### src/rtl/fp32_pkg.sv
// Shared single-precision definitions: operand classes, IEEE-754 constants
// and exception flag bit positions used by the multiplier back end.
package fp32_pkg;

  typedef enum logic [1:0] {
    CLS_ZERO = 2'd0,
    CLS_NORM = 2'd1,
    CLS_INF  = 2'd2,
    CLS_NAN  = 2'd3
  } fp_class_e;

  localparam int          EXP_BIAS  = 127;
  localparam logic [7:0]  EXP_MAX   = 8'hFF;
  localparam logic [31:0] FP32_PINF = 32'h7F80_0000;
  localparam logic [31:0] FP32_MAXF = 32'h7F7F_FFFF;
  localparam logic [31:0] FP32_QNAN = 32'h7FC0_0000;

  // out_flags = {invalid, overflow, underflow, special}
  localparam int FLAG_SPECIAL   = 0;
  localparam int FLAG_UNDERFLOW = 1;
  localparam int FLAG_OVERFLOW  = 2;
  localparam int FLAG_INVALID   = 3;
  localparam int NUM_FLAGS      = 4;

endpackage : fp32_pkg

### src/rtl/fp32_classify.sv
// Combinational operand classifier; denormals are flushed and reported as ZERO.
module fp32_classify
  import fp32_pkg::*;
(
  input  logic [31:0] word_i,
  output fp_class_e   cls_o
);

  always_comb begin
    if (word_i[30:23] == 8'h00) begin
      cls_o = CLS_ZERO;
    end else if (word_i[30:23] == EXP_MAX) begin
      cls_o = (word_i[22:0] == 23'h0) ? CLS_INF : CLS_NAN;
    end else begin
      cls_o = CLS_NORM;
    end
  end

endmodule : fp32_classify

### src/rtl/fmul_exception_stage.sv
// Two-stage valid/ready back end for the float multiplier: stage 1 classifies
// operands and extends the exponent, stage 2 applies the IEEE fixups.
module fmul_exception_stage
  import fp32_pkg::*;
#(
  parameter bit SAT_OVERFLOW = 1'b0
) (
  input  logic                 clk,
  input  logic                 rst,
  input  logic                 in_valid,
  output logic                 in_ready,
  input  logic [31:0]          in_a,
  input  logic [31:0]          in_b,
  input  logic [31:0]          in_raw,
  output logic                 out_valid,
  input  logic                 out_ready,
  output logic [31:0]          out_result,
  output logic [NUM_FLAGS-1:0] out_flags
);

  fp_class_e   cls_a, cls_b;
  logic [9:0]  ext_d;
  logic [1:0]  adj_d;
  logic        s1_adv, s2_adv, in_fire;

  logic        s1_valid_q;
  logic        s1_sign_q;
  fp_class_e   s1_cls_a_q, s1_cls_b_q;
  logic [9:0]  s1_ext_q;
  logic [1:0]  s1_adj_q;
  logic [22:0] s1_man_q;

  logic                 s2_valid_q;
  logic [31:0]          out_result_q, res_d;
  logic [NUM_FLAGS-1:0] out_flags_q, flags_d;
  logic signed [9:0]    exp_e;

  fp32_classify u_cls_a (.word_i(in_a), .cls_o(cls_a));
  fp32_classify u_cls_b (.word_i(in_b), .cls_o(cls_b));

  assign s2_adv   = !s2_valid_q || out_ready;
  assign s1_adv   = !s1_valid_q || s2_adv;
  assign in_ready = s1_adv;
  assign in_fire  = in_valid && s1_adv;

  // Exponent sum kept in 10 bits so the wrap the 8-bit adder suffered is visible.
  assign ext_d = {2'b00, in_a[30:23]} + {2'b00, in_b[30:23]} - 10'(EXP_BIAS);
  // Only the low two bits matter for the mod-4 carry count.
  assign adj_d = in_raw[24:23] - ext_d[1:0];

  // NOTE: sequential state uses non-blocking assignments so every register
  // samples pre-edge values regardless of process evaluation order.
  always_ff @(posedge clk) begin
    if (rst) begin
      s1_valid_q <= 1'b0;
    end else if (s1_adv) begin
      s1_valid_q <= in_valid;
    end
  end

  // NOTE: payload registers carry no reset; s1_valid_q alone qualifies them.
  always_ff @(posedge clk) begin
    if (in_fire) begin
      s1_sign_q  <= in_a[31] ^ in_b[31];
      s1_cls_a_q <= cls_a;
      s1_cls_b_q <= cls_b;
      s1_ext_q   <= ext_d;
      s1_adj_q   <= adj_d;
      s1_man_q   <= in_raw[22:0];
    end
  end

  assign exp_e = signed'(s1_ext_q + {8'h00, s1_adj_q});

  // NOTE: defaults first so every path assigns both outputs and no latch forms.
  always_comb begin
    res_d   = {s1_sign_q, exp_e[7:0], s1_man_q};
    flags_d = '0;
    if (s1_cls_a_q == CLS_NAN || s1_cls_b_q == CLS_NAN ||
        (s1_cls_a_q == CLS_INF && s1_cls_b_q == CLS_ZERO) ||
        (s1_cls_a_q == CLS_ZERO && s1_cls_b_q == CLS_INF)) begin
      res_d                 = FP32_QNAN;
      flags_d[FLAG_INVALID] = 1'b1;
    end else if (s1_cls_a_q == CLS_INF || s1_cls_b_q == CLS_INF) begin
      res_d                 = {s1_sign_q, FP32_PINF[30:0]};
      flags_d[FLAG_SPECIAL] = 1'b1;
    end else if (s1_cls_a_q == CLS_ZERO || s1_cls_b_q == CLS_ZERO) begin
      res_d                 = {s1_sign_q, 31'h0};
      flags_d[FLAG_SPECIAL] = 1'b1;
    end else if (exp_e >= 10'sd255) begin
      res_d                  = SAT_OVERFLOW ? {s1_sign_q, FP32_MAXF[30:0]}
                                            : {s1_sign_q, FP32_PINF[30:0]};
      flags_d[FLAG_OVERFLOW] = 1'b1;
    end else if (exp_e <= 10'sd0) begin
      res_d                   = {s1_sign_q, 31'h0};
      flags_d[FLAG_UNDERFLOW] = 1'b1;
    end
  end

  // Output registers only reload on a real stage-1 item, so bubbles hold the last value.
  always_ff @(posedge clk) begin
    if (rst) begin
      s2_valid_q   <= 1'b0;
      out_result_q <= '0;
      out_flags_q  <= '0;
    end else if (s2_adv) begin
      s2_valid_q <= s1_valid_q;
      if (s1_valid_q) begin
        out_result_q <= res_d;
        out_flags_q  <= flags_d;
      end
    end
  end

  assign out_valid  = s2_valid_q;
  assign out_result = out_result_q;
  assign out_flags  = out_flags_q;

endmodule : fmul_exception_stage

### config.mk
export PLATFORM = sky130hd
export DESIGN_NAME = fmul_exception_stage
export DESIGN_NICKNAME = d
export VERILOG_FILES = /design/src/rtl/fp32_pkg.sv /design/src/rtl/fp32_classify.sv /design/src/rtl/fmul_exception_stage.sv
export SDC_FILE = /design/constraint.sdc
export NUM_CORES = 1
export LEC_CHECK = 0
export CAP_MARGIN = 20
export CORE_UTILIZATION = 49
export CTS_BUF_LIST = sky130_fd_sc_hd__clkbuf_8
export CTS_CLUSTER_SIZE = 8
export DETAILED_ROUTE_END_ITERATION = 8
export PLACE_DENSITY = 0.87
export SKIP_LAST_GASP = 1
export SYNTH_ARGS = -nofsm -noshare
export SYNTH_HDL_FRONTEND = slang
export SYNTH_SLANG_ARGS = --single-unit
export TNS_END_PERCENT = 10
### constraint.sdc
create_clock -name clk -period 3.8 [get_ports clk]
set_clock_uncertainty 0.1 [all_clocks]
set_input_delay 0.95 -clock clk [delete_from_list [all_inputs] [get_ports clk]]
set_output_delay 0.95 -clock clk [all_outputs]
set_load 0.05 [all_outputs]
==> impl_metrics.yaml <==
run_status:
  outcome: "complete, no violations"
placed_design:
  post-place-cells: 535
  gp_congestion: 0.843
  dp_hpwl_um: 6520
  portBuffers: 130
timing:
  worstMarginPinSlew_ns: 0.551
  tns_ns: 0
  hold_viol: 0
  fin_crit_ns: 3.51
  maxSlewViolCount: 0
  fmax_mhz: 285
  layout_worst_path_cycle_share_pct: 92.3
  rsz0062_at_grt: "false"
  holdWs_ns: 0.359
  relSlewSlack_pct: 63.2
  setup_viol: 0
critical_path:
  r2r-start: "s1_ext_q[0]$_DFFE_PP_"
  crit_path_top_delay_cell: "clkdlybuf4s50_1"
  path_class: "primary input to primary output"
  critPathTopFamily: "buffers and inverters"
  startpoint_type: "primary input"
  worstReg2RegEnd: "out_result[5]$_SDFFE_PP0P_"
  reg2reg_slack_ns: 0.97
  crit_chain: "clkdlybuf4s50_1 -> nor2b_1 -> nand2_1 -> clkdlybuf4s50_1"
  reg2reg_depth: 10
  cp-endpoint: "in_ready"
  cp.arrival_ns: 2.46
  path_buf_inv: 2
  crit_start: "out_ready"
  path_max_fanout: 5
  endpoint_kind: "primary output"
  path_common_cell: "clkdlybuf4s50_1"
  cpPeakStageDelay_ns: 0.71
  cp.depth: 4
  required_ns: 2.75
clock_network:
  clk_latency_ns: 0.34
  ctsResizeCount: 0
  clkTransAtPathRegs_ns: 0.08
  clock_path_buffers: 2
  clkSinkCount: 78
  tritoncts: "yes"
  htreeDepth: 3
  cts_hold_buffers: 0
  cts_buffers: 9
  cts-root-buf: "clkbuf_8"
  cts_setup_buffers: 0
global_routing:
  grt_pass1_vias: 2916
  grtUsageTotal_pct: 22.5
  antenna_found_initial: 0
  overflow: 0
  grt_start_max_net_pins: 23
  grt_pass1_wl_um: 13000
floorplanning:
  ios: 138
  die_h_um: 87.9
  start_util_pct: 52.1
  die_w_um: 87.9
  rows: 30
  die_area_um2: 7730
  coreArea_um2: 6940
job:
  maxCapViolCount: 0
detailed_routing:
  wl_per_cell_um: 14.8
  vias_per_cell: 5.36
  drt_iter0_drc: 70
  wl_um: 8170
  vias: 2953
  antenna_left: 0
  dr.pass1.iters: 4
  drc_errors: 0
synth:
  netlist.area_leader.share_pct: 33.2
  ys_types: 54
  synth_nets: 433
  synth_ff_type: "edfxtp_1"
  avgSynthCellArea_um2: 11.6
  synth_area_um2: 3620
  synthCells: 313
  synth-edff-count: 40
  ys_seq_area_share_pct: 54.3
  synth.area.top_cells: "edfxtp_1 33%, dfxtp_1 21%, ha_1 6.2%, a22o_1 4.8%, nor2_1 3.3%"
  synth_top_area_cell: "edfxtp_1"
  synth_warnings: 0
  yosys_register_bits: 78
  synthArstFlopShare_pct: 0
layout:
  final_common_cell: "clkdlybuf4s50_1"
  area_delta_synth_final_pct: 44.3
  ff_latch_area_um2: 1960
  nets: 570
  diodes: 0
  drive_gt1_share_pct: 8.13
  nFillCells: 473
  final_cell_mix: "130 x clkdlybuf4s50_1, 40 x edfxtp_1, 38 x dfxtp_1"
  multi_input_area_um2: 1540
  instances_no_fill: 551
hold_path:
  hp-class: "register to register"
  hp-start: "s1_man_q[18]$_DFFE_PP_"
power_and_ir_drop:
  ir_drop_uv: 234
  p_leak_uw: 0.00196
  p_per_area_nw_per_um2: 384
==> registers in the layout (all words and copies together) (netlist names) <==
name        flops
s1_adj_q        2
s1_cls_a_q      2
s1_sign_q       1
s1_valid_q      1
out_flags       4
out_result     32
out_valid       1
s1_ext_q       10
s1_cls_b_q      2
s1_man_q       23
==> layer usage <==
layer / part of all wire, % / vias up / track usage [%]
met2: 53 / 117 / 41.3
li1: - / 1456 / -
met1: 40 / 1364 / 25.5
met4: 2.1 / 0 / 9.54
met5: 0 / - / 0
met3: 4.8 / 16 / 4.34
==> Yosys cell counts, types with 2 or more instances <==
library cell	number
buf_6	2
a211oi_1	6
o21ai_0	4
nor2_1	32
nor3_2	2
a21o_1	2
a21oi_1	11
nor3b_1	2
inv_1	17
nor2b_1	5
edfxtp_1	40
nand2b_1	4
nor4_1	14
fa_1	2
nand4_1	9
xor2_1	6
nand2_1	12
o21a_1	3
buf_2	2
clkbuf_1	6
a31oi_1	2
xnor2_1	9
a22o_2	2
ha_1	18
nor3_1	11
and2_1	2
dfxtp_1	38
nand3_1	3
a22o_1	20
a22oi_1	3
==> cell families after synthesis <==
group	after synthesis	share of synthesized area (%)
xor gates and xnor gates	16	4.08
DFF	78	54.3
buffers and inverters	27	3.29
AOI/OAI and AO/OA	66	15.0
adders and majority gates	20	7.34
muxes	1	0.277
and+or+nand+nor	105	15.8
==> per-stage QoR <==
stage	power, uW	utilization, %	worst slack (ns)	cell area (um2)
3_3_place_gp	1410	72.4	0.291	5030
5_1_grt	2100	75.2	0.186	5220
2_1_floorplan	1250	-	0.859	3620
4_1_cts	2020	75.2	0.276	5220
6_report	2000	75.2	0.293	5220
3_5_place_dp	1430	72.4	0.178	5030
==> final cells by class <==
class / instances / area share (%)
sequential: 78 / 37.6
tap: 96 / 2.30
clock inverter: 7 / 1.27
clock buffer: 9 / 2.37
multi-input combinational: 208 / 29.4
inverter: 17 / 1.22
timing repair buffer: 136 / 25.8
==> power breakdown <==
group	leakage [uW]	switching [uW]	internal, uW
clock	0.000105	287	301
sequential	0.000697	39.6	945
combinational	0.00115	214	216
==> worst min-delay path by stage <==
stage,endpoint,slack [ns],cells after the start
final,out_result[18]$_SDFFE_PP0P_,0.36,1
after global routing,out_result[20]$_SDFFE_PP0P_,0.38,1
after CTS,out_result[18]$_SDFFE_PP0P_,0.36,1
after detailed placement,out_result[18]$_SDFFE_PP0P_,0.34,1
after global placement,out_result[13]$_SDFFE_PP0P_,0.34,1
after floorplan,out_result[10]$_SDFFE_PP0P_,0.34,1
Note: power is estimated with default switching activity, not from simulation.
